[src/rtl/vdma_controller_pkg.sv]
// Shared types for the vector DMA controller: FSM state encoding and transfer direction.
package vdma_controller_pkg;

    typedef enum logic [2:0] {
        IDLE     = 3'd0,
        SRC      = 3'd1,
        SRC_WAIT = 3'd2,
        DST      = 3'd3,
        DONE     = 3'd4
    } state_t;

    typedef enum logic {
        DIR_M2L = 1'b0,
        DIR_L2M = 1'b1
    } dir_t;

endpackage

[src/rtl/vdma_controller.sv]
// Word-at-a-time DMA between main memory and a lane-local memory.
// One FSM with registered outputs; addresses and count live in the same block.
module vdma_controller
    import vdma_controller_pkg::*;
#(
    parameter int WIDTH       = 32,
    parameter int LANE_AWIDTH = 10
) (
    input  logic                   clk,
    input  logic                   reset,
    input  logic                   dma_en,
    input  logic                   dma_we,
    input  logic [WIDTH-1:0]       mem_addr,
    input  logic [WIDTH-1:0]       lane_addr,
    input  logic [WIDTH-1:0]       num_bytes,
    output logic                   dma_busy,
    output logic                   dma_done,
    output logic                   m_req,
    output logic                   m_we,
    output logic [WIDTH-1:0]       m_addr,
    output logic [WIDTH-1:0]       m_wdata,
    input  logic [WIDTH-1:0]       m_rdata,
    input  logic                   m_ack,
    output logic                   l_en,
    output logic                   l_we,
    output logic [LANE_AWIDTH-1:0] l_addr,
    output logic [WIDTH-1:0]       l_wdata,
    input  logic [WIDTH-1:0]       l_rdata
);

    state_t           state;
    dir_t             dir;
    logic [WIDTH-1:0] cnt;
    logic [WIDTH-1:0] data;
    logic             en_q;
    logic             got;
    logic             start;
    logic             step;
    logic [WIDTH-1:0] words;
    logic             unused;

    assign words   = num_bytes >> 2;
    assign start   = dma_en && !en_q && (words != '0);
    // A word is finished in DST: immediately for lane writes, on m_ack for memory writes.
    assign step    = (state == DST) && ((dir == DIR_M2L) || m_ack);
    assign m_wdata = data;
    assign l_wdata = data;
    assign unused  = ^{lane_addr[WIDTH-1:LANE_AWIDTH+2], lane_addr[1:0], num_bytes[1:0]};

    always_ff @(posedge clk) begin
        if (reset) begin
            state    <= IDLE;
            dir      <= DIR_M2L;
            cnt      <= '0;
            data     <= '0;
            en_q     <= 1'b0;
            got      <= 1'b0;
            dma_busy <= 1'b0;
            dma_done <= 1'b0;
            m_req    <= 1'b0;
            m_we     <= 1'b0;
            m_addr   <= '0;
            l_en     <= 1'b0;
            l_we     <= 1'b0;
            l_addr   <= '0;
        end else begin
            en_q <= dma_en;
            case (state)
                IDLE: begin
                    if (start) begin
                        dir      <= dir_t'(dma_we);
                        m_addr   <= mem_addr;
                        l_addr   <= lane_addr[LANE_AWIDTH+1:2];
                        cnt      <= words;
                        dma_busy <= 1'b1;
                        state    <= SRC;
                        if (dma_we) begin
                            l_en <= 1'b1;
                        end else begin
                            m_req <= 1'b1;
                            m_we  <= 1'b0;
                        end
                    end
                end
                SRC: begin
                    state <= SRC_WAIT;
                    if (dir == DIR_L2M) begin
                        l_en <= 1'b0;
                    end else if (m_ack) begin
                        data  <= m_rdata;
                        m_req <= 1'b0;
                        got   <= 1'b1;
                    end
                end
                SRC_WAIT: begin
                    if (dir == DIR_L2M) begin
                        data  <= l_rdata;
                        m_req <= 1'b1;
                        m_we  <= 1'b1;
                        state <= DST;
                    end else if (got || m_ack) begin
                        // An early ack already captured the word; a late ack with m_req low is ignored.
                        if (!got) data <= m_rdata;
                        got   <= 1'b0;
                        m_req <= 1'b0;
                        l_we  <= 1'b1;
                        state <= DST;
                    end
                end
                DST: begin
                    l_we <= 1'b0;
                    if (step) begin
                        m_req  <= 1'b0;
                        m_we   <= 1'b0;
                        cnt    <= cnt - WIDTH'(1);
                        m_addr <= m_addr + WIDTH'(4);
                        l_addr <= l_addr + LANE_AWIDTH'(1);
                        if (cnt == WIDTH'(1)) begin
                            dma_done <= 1'b1;
                            state    <= DONE;
                        end else begin
                            state <= SRC;
                            if (dir == DIR_L2M) l_en  <= 1'b1;
                            else                m_req <= 1'b1;
                        end
                    end
                end
                DONE: begin
                    dma_done <= 1'b0;
                    dma_busy <= 1'b0;
                    state    <= IDLE;
                end
                default: state <= IDLE;
            endcase
        end
    end

endmodule

[config.mk]
export PLATFORM = sky130hd
export DESIGN_NAME = vdma_controller
export DESIGN_NICKNAME = d
export VERILOG_FILES = /design/src/rtl/vdma_controller_pkg.sv /design/src/rtl/vdma_controller.sv
export SDC_FILE = /design/constraint.sdc
export NUM_CORES = 1
export LEC_CHECK = 0
export ABC_CLOCK_PERIOD_IN_PS = 2900
export CAP_MARGIN = 10
export CORE_MARGIN = 5
export CORE_UTILIZATION = 48
export CTS_CLUSTER_SIZE = 30
export DETAILED_ROUTE_END_ITERATION = 8
export PLACE_DENSITY = 0.95
export SLEW_MARGIN = 20
export SYNTH_ARGS = -nofsm -noshare
export SYNTH_HDL_FRONTEND = slang
export SYNTH_SLANG_ARGS = --single-unit
[constraint.sdc]
create_clock -name clk -period 2.9 [get_ports clk]
set_input_delay 0.725 -clock clk [delete_from_list [all_inputs] [get_ports clk]]
set_output_delay 0.725 -clock clk [all_outputs]
set_load 0.01 [all_outputs]
==> results by group, run 1 <==
Layout
  • Most common cell after layout, fill and taps aside: clkdlybuf4s50_1
  • Fin area: 0.0103 sq mm
  • Share of layout cells above drive strength 1: 7.71%
  • P&R area growth vs syn: 43.5%
  • Most frequent cells in the layout: clkdlybuf4s50_1, dfxtp_1, nand2_1
  • # nets final: 1274
  • Core Util, Final: 70.5%

Timing
  • Post-route minimum period: 2.61 ns
  • Hold Vio Cnt, Final: 0
  • Final TNS setup: 0 ns
  • Slew Viols, Final: 0
  • Final period util: 90.0%
  • Worst-Margin Slew: 0.714 ns
  • Max Fclk: 383 MHz
  • Final Setup Violations: 0
  • Hold_ws: 0.453 ns
  • Worst Clk Skew: 0.00732 ns
  • RSZ-0062 raised after global routing: false
  • Final worst setup slack: 0.291 ns
  • Relative slew slack: 51.9%

Status
  • Status: complete, no violations

Worst setup path
  • CP Capture Type: flip-flop
  • Worst r2r src: cnt[2]$_SDFFE_PP0P_
  • Cell family with most CP delay: buffers and inverters
  • CP bufs+invs: 3
  • Flop2flop setup slack: 0.56 ns
  • Levels on crit path: 8
  • Max incr delay on CP: 0.43 ns
  • Kind of critical path: primary input to flip-flop
  • Crit path DAT: 2.92 ns
  • CP Capture Point: m_addr[16]$_SDFFE_PP0P_
  • Critical path's slowest cell: clkdlybuf4s50_1
  • Crit start category: primary input
  • Reg2reg end: cnt[27]$_SDFFE_PP0P_
  • FF-to-FF path depth: 5
  • Critical Path RT: 3.22 ns
  • CP max FO: 14
  • Critical path launch point: num_bytes[30]
  • Most frequent CP cell: buf_4
  • Crit-path cells: clkdlybuf4s50_1 > nor4_1 > buf_4 > and4_1 > a21bo_2 > nand2_1 > buf_4 > a221oi_1

Yosys
  • Main combinational cell family by area after synthesis: compound AO/OA/AOI/OAI gates
  • Seq/Total Area, Yosys: 32.8%
  • Cell variety after synth: 61
  • Asr flop ratio synth: 0%
  • Multiplexer share of the synthesized area: 4.45%
  • Complex-gate fraction of the synthesized area: 29.6%
  • Post-Synth Simple-Gate Area: 23.4%
  • Number of synthesized flops with an enable pin: 0
  • Post-Synth Adder-Cell Area: 0.695%
  • Synthesized area per cell: 7.88 sq um
  • Syn. warnings: 0
  • Most common flop cell mapped by yosys: dfxtp_1
  • Cell area after synthesis: 0.00720 sq mm
  • Post-synthesis xor/xnor area fraction: 0.243%
  • Post-synthesis sequential element count: 118
  • Mapped Nets: 1083
  • Syn Inst Count: 914

Die
  • Core Region: 0.0146 sq mm
  • Io pins: 277
  • Die X: 132 um
  • Initial Utilization: 49.2%
  • Rows: 44
  • Die Y: 132 um
  • Die footprint: 0.0175 sq mm

Power and ir drop
  • VDD IR max: 0.419 mV
  • Pwr dens: 542 mW/mm^2
  • Leakage: 0.00358 uW

Flow run
  • Max-Cap Viols: 0

Detailed routing
  • WL/cell: 19.5 um
  • DRC: 0
  • Vias/cell: 6.38
  • Via count: 8293
  • DR pass1 iterations: 8
  • Initial DRC Count: 820
  • Drt total wl: 25300 um
  • Remaining antenna violation count: 0

Global route
  • Vias in the first global route: 7990
  • Gr usage total: 27.4%
  • First-pass GRT wire length: 40300 um
  • Initial antenna violation count: 1
  • Largest net degree at the start of global routing: 77
  • GRT overflow: 0

Clocking
  • CTS sink cnt: 118
  • Hold buffer count at cts: 0
  • CTS tree: yes
  • Root buffer cell: clkbuf_16
  • Num CTS Buffers: 17
  • Clock transition at path regs: 0.05 ns
  • Clock H-tree levels: 4
  • CTS Buffer Depth: 2
  • Post-CTS Setup Bufs: 0
  • PostCTS Resize Cnt: 0
  • Worst-Skew Late Latency: 0.41 ns

Min path
  • Worst hold path stage count: 2
  • Worst hold path class: flip-flop to flip-flop

Place
  • PortBufs: 252
  • Detailed Place HPWL: 17600 um
  • Placement Setup Slack: -0.132 ns
  • Area after DPL: 0.00976 sq mm
  • Placer Congestion: 0.895
## kinds of logic (layout without fill, tap and decap cells)
family | Yosys count | after routing
and+or+nand+nor | 325 | 325
xor gates and xnor gates | 2 | 2
other | 0 | 1
adders and majority gates | 4 | 4
AOI/OAI and AO/OA | 301 | 301
DFF | 118 | 118
buffers and inverters | 132 | 333
muxes | 32 | 32
## worst min path at each step
stage / to / start / slack, ns
4_1_cts: m_addr[0]$_SDFFE_PP0P_ / m_addr[0]$_SDFFE_PP0P_ / 0.45
3_5_place_dp: m_addr[0]$_SDFFE_PP0P_ / m_addr[0]$_SDFFE_PP0P_ / 0.45
6_report: m_addr[0]$_SDFFE_PP0P_ / m_addr[0]$_SDFFE_PP0P_ / 0.45
5_1_grt: m_addr[0]$_SDFFE_PP0P_ / m_addr[0]$_SDFFE_PP0P_ / 0.47
3_3_place_gp: m_addr[0]$_SDFFE_PP0P_ / m_addr[0]$_SDFFE_PP0P_ / 0.44
2_1_floorplan: cnt[23]$_SDFFE_PP0P_ / cnt[23]$_SDFFE_PP0P_ / 0.44
## synthesized netlist by cell type, types with 5 or more instances
cell type	count	area [sq um]
dfxtp_1	118	2360
nand2_1	87	327
nor2_1	84	315
a21oi_1	83	415
clkbuf_1	59	221
o32ai_1	43	377
a211oi_1	34	255
buf_4	32	240
mux2i_1	32	320
nor3_1	29	145
a22oi_1	27	203
nand4_1	22	138
inv_1	18	67.6
o21ai_0	18	90.1
o22ai_1	17	106
buf_2	16	80.1
nand3_1	16	80.1
nor4_1	16	100
a31oi_1	15	93.8
a221oi_1	13	114
and3_1	12	75.1
a32o_1	11	110
and2_1	11	68.8
o31a_1	10	87.6
nand3b_1	7	52.6
nor2b_1	7	43.8
and4_1	6	52.6
a41oi_1	5	43.8
buf_1	5	18.8
nand2b_1	5	31.3
## sequential cells by signal, summed over array words and instances (netlist names)
register / cells
dma_done: 1
m_addr: 32
state: 3
cnt: 32
m_we: 1
dma_busy: 1
l_we: 1
l_wdata: 32
got: 1
m_req: 1
en_q: 1
l_addr: 10
dir: 1
l_en: 1
## routing by layer
metal | global-route usage (%) | up-vias | wire length, um
met3 | 6.87 | 84 | 2420
li1 | - | 3843 | -
met4 | 11.6 | 0 | 788
met2 | 46.9 | 541 | 12500
met5 | 0 | - | 0
met1 | 32.8 | 3825 | 9580
## per-stage QoR
| step | std cells | power [uW] |
|---|---|---|
| finish | 1300 | 5600 |
| global route | 1300 | 5840 |
| CTS | 1299 | 5600 |
| detailed placement | 1270 | 3560 |
| global placement | 1270 | 3510 |
| floorplan | 914 | 2820 |
## worst reg2reg max path, cell delays in order (launching register included)
cell	delay [ns]
dfxtp_1	0.37
nor4_1	0.63
nand4_1	0.52
nor2_1	0.29
a31oi_1	0.12
o32ai_1	0.30
## layout make-up
| type | instances | area (sq um) |
|---|---|---|
| clock inverter | 3 | 40.0 |
| fill | 1096 | 4310 |
| sequential | 118 | 2360 |
| antenna | 1 | 2.50 |
| tap | 184 | 230 |
| timing repair buffer | 285 | 2870 |
| multi-input combinational | 664 | 4230 |
| clock buffer | 26 | 529 |
| inverter | 19 | 71.3 |
## power by group
part / switching [uW] / internal (uW)
Sequential: 184 / 1780
Combinational: 794 / 802
Clock: 716 / 1320
No activity file was read; power rests on OpenSTA's default activity.
==> run 2, diff against run 1 <==
--- a/config.mk
+++ b/config.mk
@@ -7,6 +7,7 @@
 export LEC_CHECK = 0
 export ABC_CLOCK_PERIOD_IN_PS = 2900
 export CAP_MARGIN = 10
+export CORE_ASPECT_RATIO = 0.5
 export CORE_MARGIN = 5
 export CORE_UTILIZATION = 48
 export CTS_CLUSTER_SIZE = 30
==> run 2 against run 1 <==
Compared with the run above:
- non-clock buffer count is 3 lower
- worst hold slack better by 0.0080 ns
- cell count is 0.92% higher
- setup slack better by 0.047 ns
- design area is 0.24% higher
- sequential power hardly changed
- combinational power hardly changed
- flip-flop and latch count stayed put
- critical endpoint is now m_addr[20]$_SDFFE_PP0P_
- highest routed layer unchanged
==> results by group, run 2 (synthesized netlist as in run 1, its figures left out) <==
Layout
  • Share of layout cells above drive strength 1: 7.63% (-0.083 points)
  • Diodes inserted: 0 (-1)
  • # nets final: 1271 (-0.24%)
  • Most frequent cells in the layout: clkdlybuf4s50_1, dfxtp_1, nand2_1
  • P&R area growth vs syn: 43.8%
  • Most common cell after layout, fill and taps aside: clkdlybuf4s50_1

Global route
  • First-pass GRT wire length: 41900 um (+4.0%)
  • Gr usage total: 28.3% (+0.89 points)
  • GRT overflow: 0 (unchanged)
  • Vias in the first global route: 8105 (+1.4%)
  • Initial antenna violation count: 0 (-1)
  • Largest net degree at the start of global routing: 113 (+47%)

Worst setup path
  • CP max FO: 20 (+6)
  • CP Capture Type: flip-flop
  • Critical Path RT: 3.21 ns (about the same)
  • Kind of critical path: primary input to flip-flop
  • Crit path DAT: 2.87 ns (-0.05 ns)
  • Crit start category: primary input

Power and ir drop
  • Comb pwr share: 28.3% (-0.2 points)
  • Leakage: 0.00356 uW (-0.50%)
  • Final Total Pwr: 5720 uW (+2.2%)
  • Int Pwr: 3930 uW (+0.60%)
  • Clock power share: 37.4% (+1.0 points)
  • Switching Share: 31.4% (+1.1 points)
  • Sequential Power Share: 34.3% (-0.8 points)
  • Pwr dens: 553 mW/mm^2 (+2.0%)
  • VDD IR max: 0.435 mV (+3.9%)
  • Sw power: 1790 uW (+5.9%)

Detailed routing
  • Drt total wl: 26400 um (+4.5%)
  • Remaining antenna violation count: 0 (unchanged)
  • WL/cell: 20.2 um (+3.6%)
  • DRC: 0 (unchanged)
  • Via count: 8387 (+1.1%)
  • Initial DRC Count: 997 (+22%)
  • Vias/cell: 6.39 (+0.21%)
  • DR pass1 iterations: 6 (-2)

Clocking
  • Clock H-tree levels: 4 (unchanged)
  • PostCTS Resize Cnt: 0 (unchanged)
  • Num CTS Buffers: 17 (unchanged)
  • Root buffer cell: clkbuf_16
  • Hold buffer count at cts: 0 (unchanged)
  • Worst-Skew Late Latency: 0.41 ns (about the same)
  • Clock transition at path regs: 0.06 ns (about the same)
  • CTS tree: yes
  • CTS sink cnt: 118 (unchanged)
  • CTS Buffer Depth: 2 (unchanged)
  • Post-CTS Setup Bufs: 0 (unchanged)

Flow run
  • Max-Cap Viols: 0 (unchanged)

Die
  • Initial Utilization: 49.4% (+0.20 points)
  • Die X: 183 um (+38%)
  • Rows: 31 (-30%)
  • Die Y: 96.6 um (-27%)
  • Io pins: 277 (unchanged)
  • Core Region: 0.0146 sq mm (-0.41%)
  • Die footprint: 0.0177 sq mm (+0.85%)

Status
  • Status: complete, no violations

Timing
  • Final Setup Violations: 0 (unchanged)
  • Slew Viols, Final: 0 (unchanged)
  • Final period util: 88.3% (-1.6 points)
  • Worst-Margin Slew: 0.682 ns (-0.0326 ns)
  • RSZ-0062 raised after global routing: false
  • Post-route minimum period: 2.56 ns (-0.0474 ns)
  • Hold_ws: 0.461 ns (+0.00801 ns)
  • Relative slew slack: 53.4% (+1.4 points)
  • Hold Vio Cnt, Final: 0 (unchanged)
  • Worst Clk Skew: 0.0136 ns (+0.00628 ns)
  • Final worst setup slack: 0.338 ns (+0.0474 ns)
  • Max Fclk: 390 MHz (+1.9%)

Place
  • Detailed Place HPWL: 18400 um (+4.8%)
  • PortBufs: 252 (unchanged)
  • Placement Setup Slack: -0.0668 ns (+0.0652 ns)
  • Placer Congestion: 0.910 (+1.7%)

Min path
  • Worst hold path class: flip-flop to flip-flop
[run 2: cell count changes in the layout (fill, tap and decap cells not counted), sizes merged]
cell / change
clkinvlp: +4
clkbuf: -7
bufinv: +2
clkinv: +3
buf: -3
diode: -1
[run 2: routing by layer]
metal	vias up	part of all wire (%)	track usage, %
met4	0	3.1	10.8
met2	554	46	46.3
li1	3852	-	-
met5	-	0	0
met3	93	10	6.78
met1	3888	40	36.1
[run 2: final cells by class]
type | instances | area [sq um]
tap | 198 | 248
multi-input combinational | 664 | 4230
sequential | 118 | 2360
clock buffer | 19 | 433
clock inverter | 12 | 156
fill | 1131 | 4230
inverter | 19 | 71.3
timing repair buffer | 282 | 2860
[run 2: worst max-delay path, stage by stage]
cell             delay (ns)
clkdlybuf4s50_1        0.45
nor4_1                 0.31
and4_1                 0.38
a21bo_2                0.30
nand2_1                0.20
buf_12                 0.22
a221oi_1               0.28
[run 2: power by group through the flow]
stage	clock (uW)	combinational [uW]	sequential [uW]
floorplan	0	826	2000
global placement	0	1540	1980
detailed placement	0	1590	1990
CTS	2160	1600	1960
global route	2250	1730	1990
finish	2140	1620	1960
[run 2: metrics by stage]
stage          TNS, ns  instances  instance area [sq um]  utilization (%)
3_5_place_dp    -0.296       1281                   9770             67.0
5_1_grt              0       1312                  10400             71.0
3_3_place_gp         0       1281                   9770             67.0
6_report             0       1312                  10400             71.0
2_1_floorplan        0        914                   7200                -
4_1_cts              0       1312                  10400             71.0
[run 2: final timing paths]
check / to / cells past startpoint / slack [ns] / startpoint
setup / recovery: m_addr[20]$_SDFFE_PP0P_ / 7 / 0.34 / num_bytes[7]
hold / removal: m_addr[1]$_SDFFE_PP0P_ / 2 / 0.46 / m_addr[1]$_SDFFE_PP0P_
setup reg to reg: m_addr[24]$_SDFFE_PP0P_ / 6 / 0.59 / m_addr[3]$_SDFFE_PP0P_
hold reg to reg: m_addr[1]$_SDFFE_PP0P_ / 2 / 0.46 / m_addr[1]$_SDFFE_PP0P_
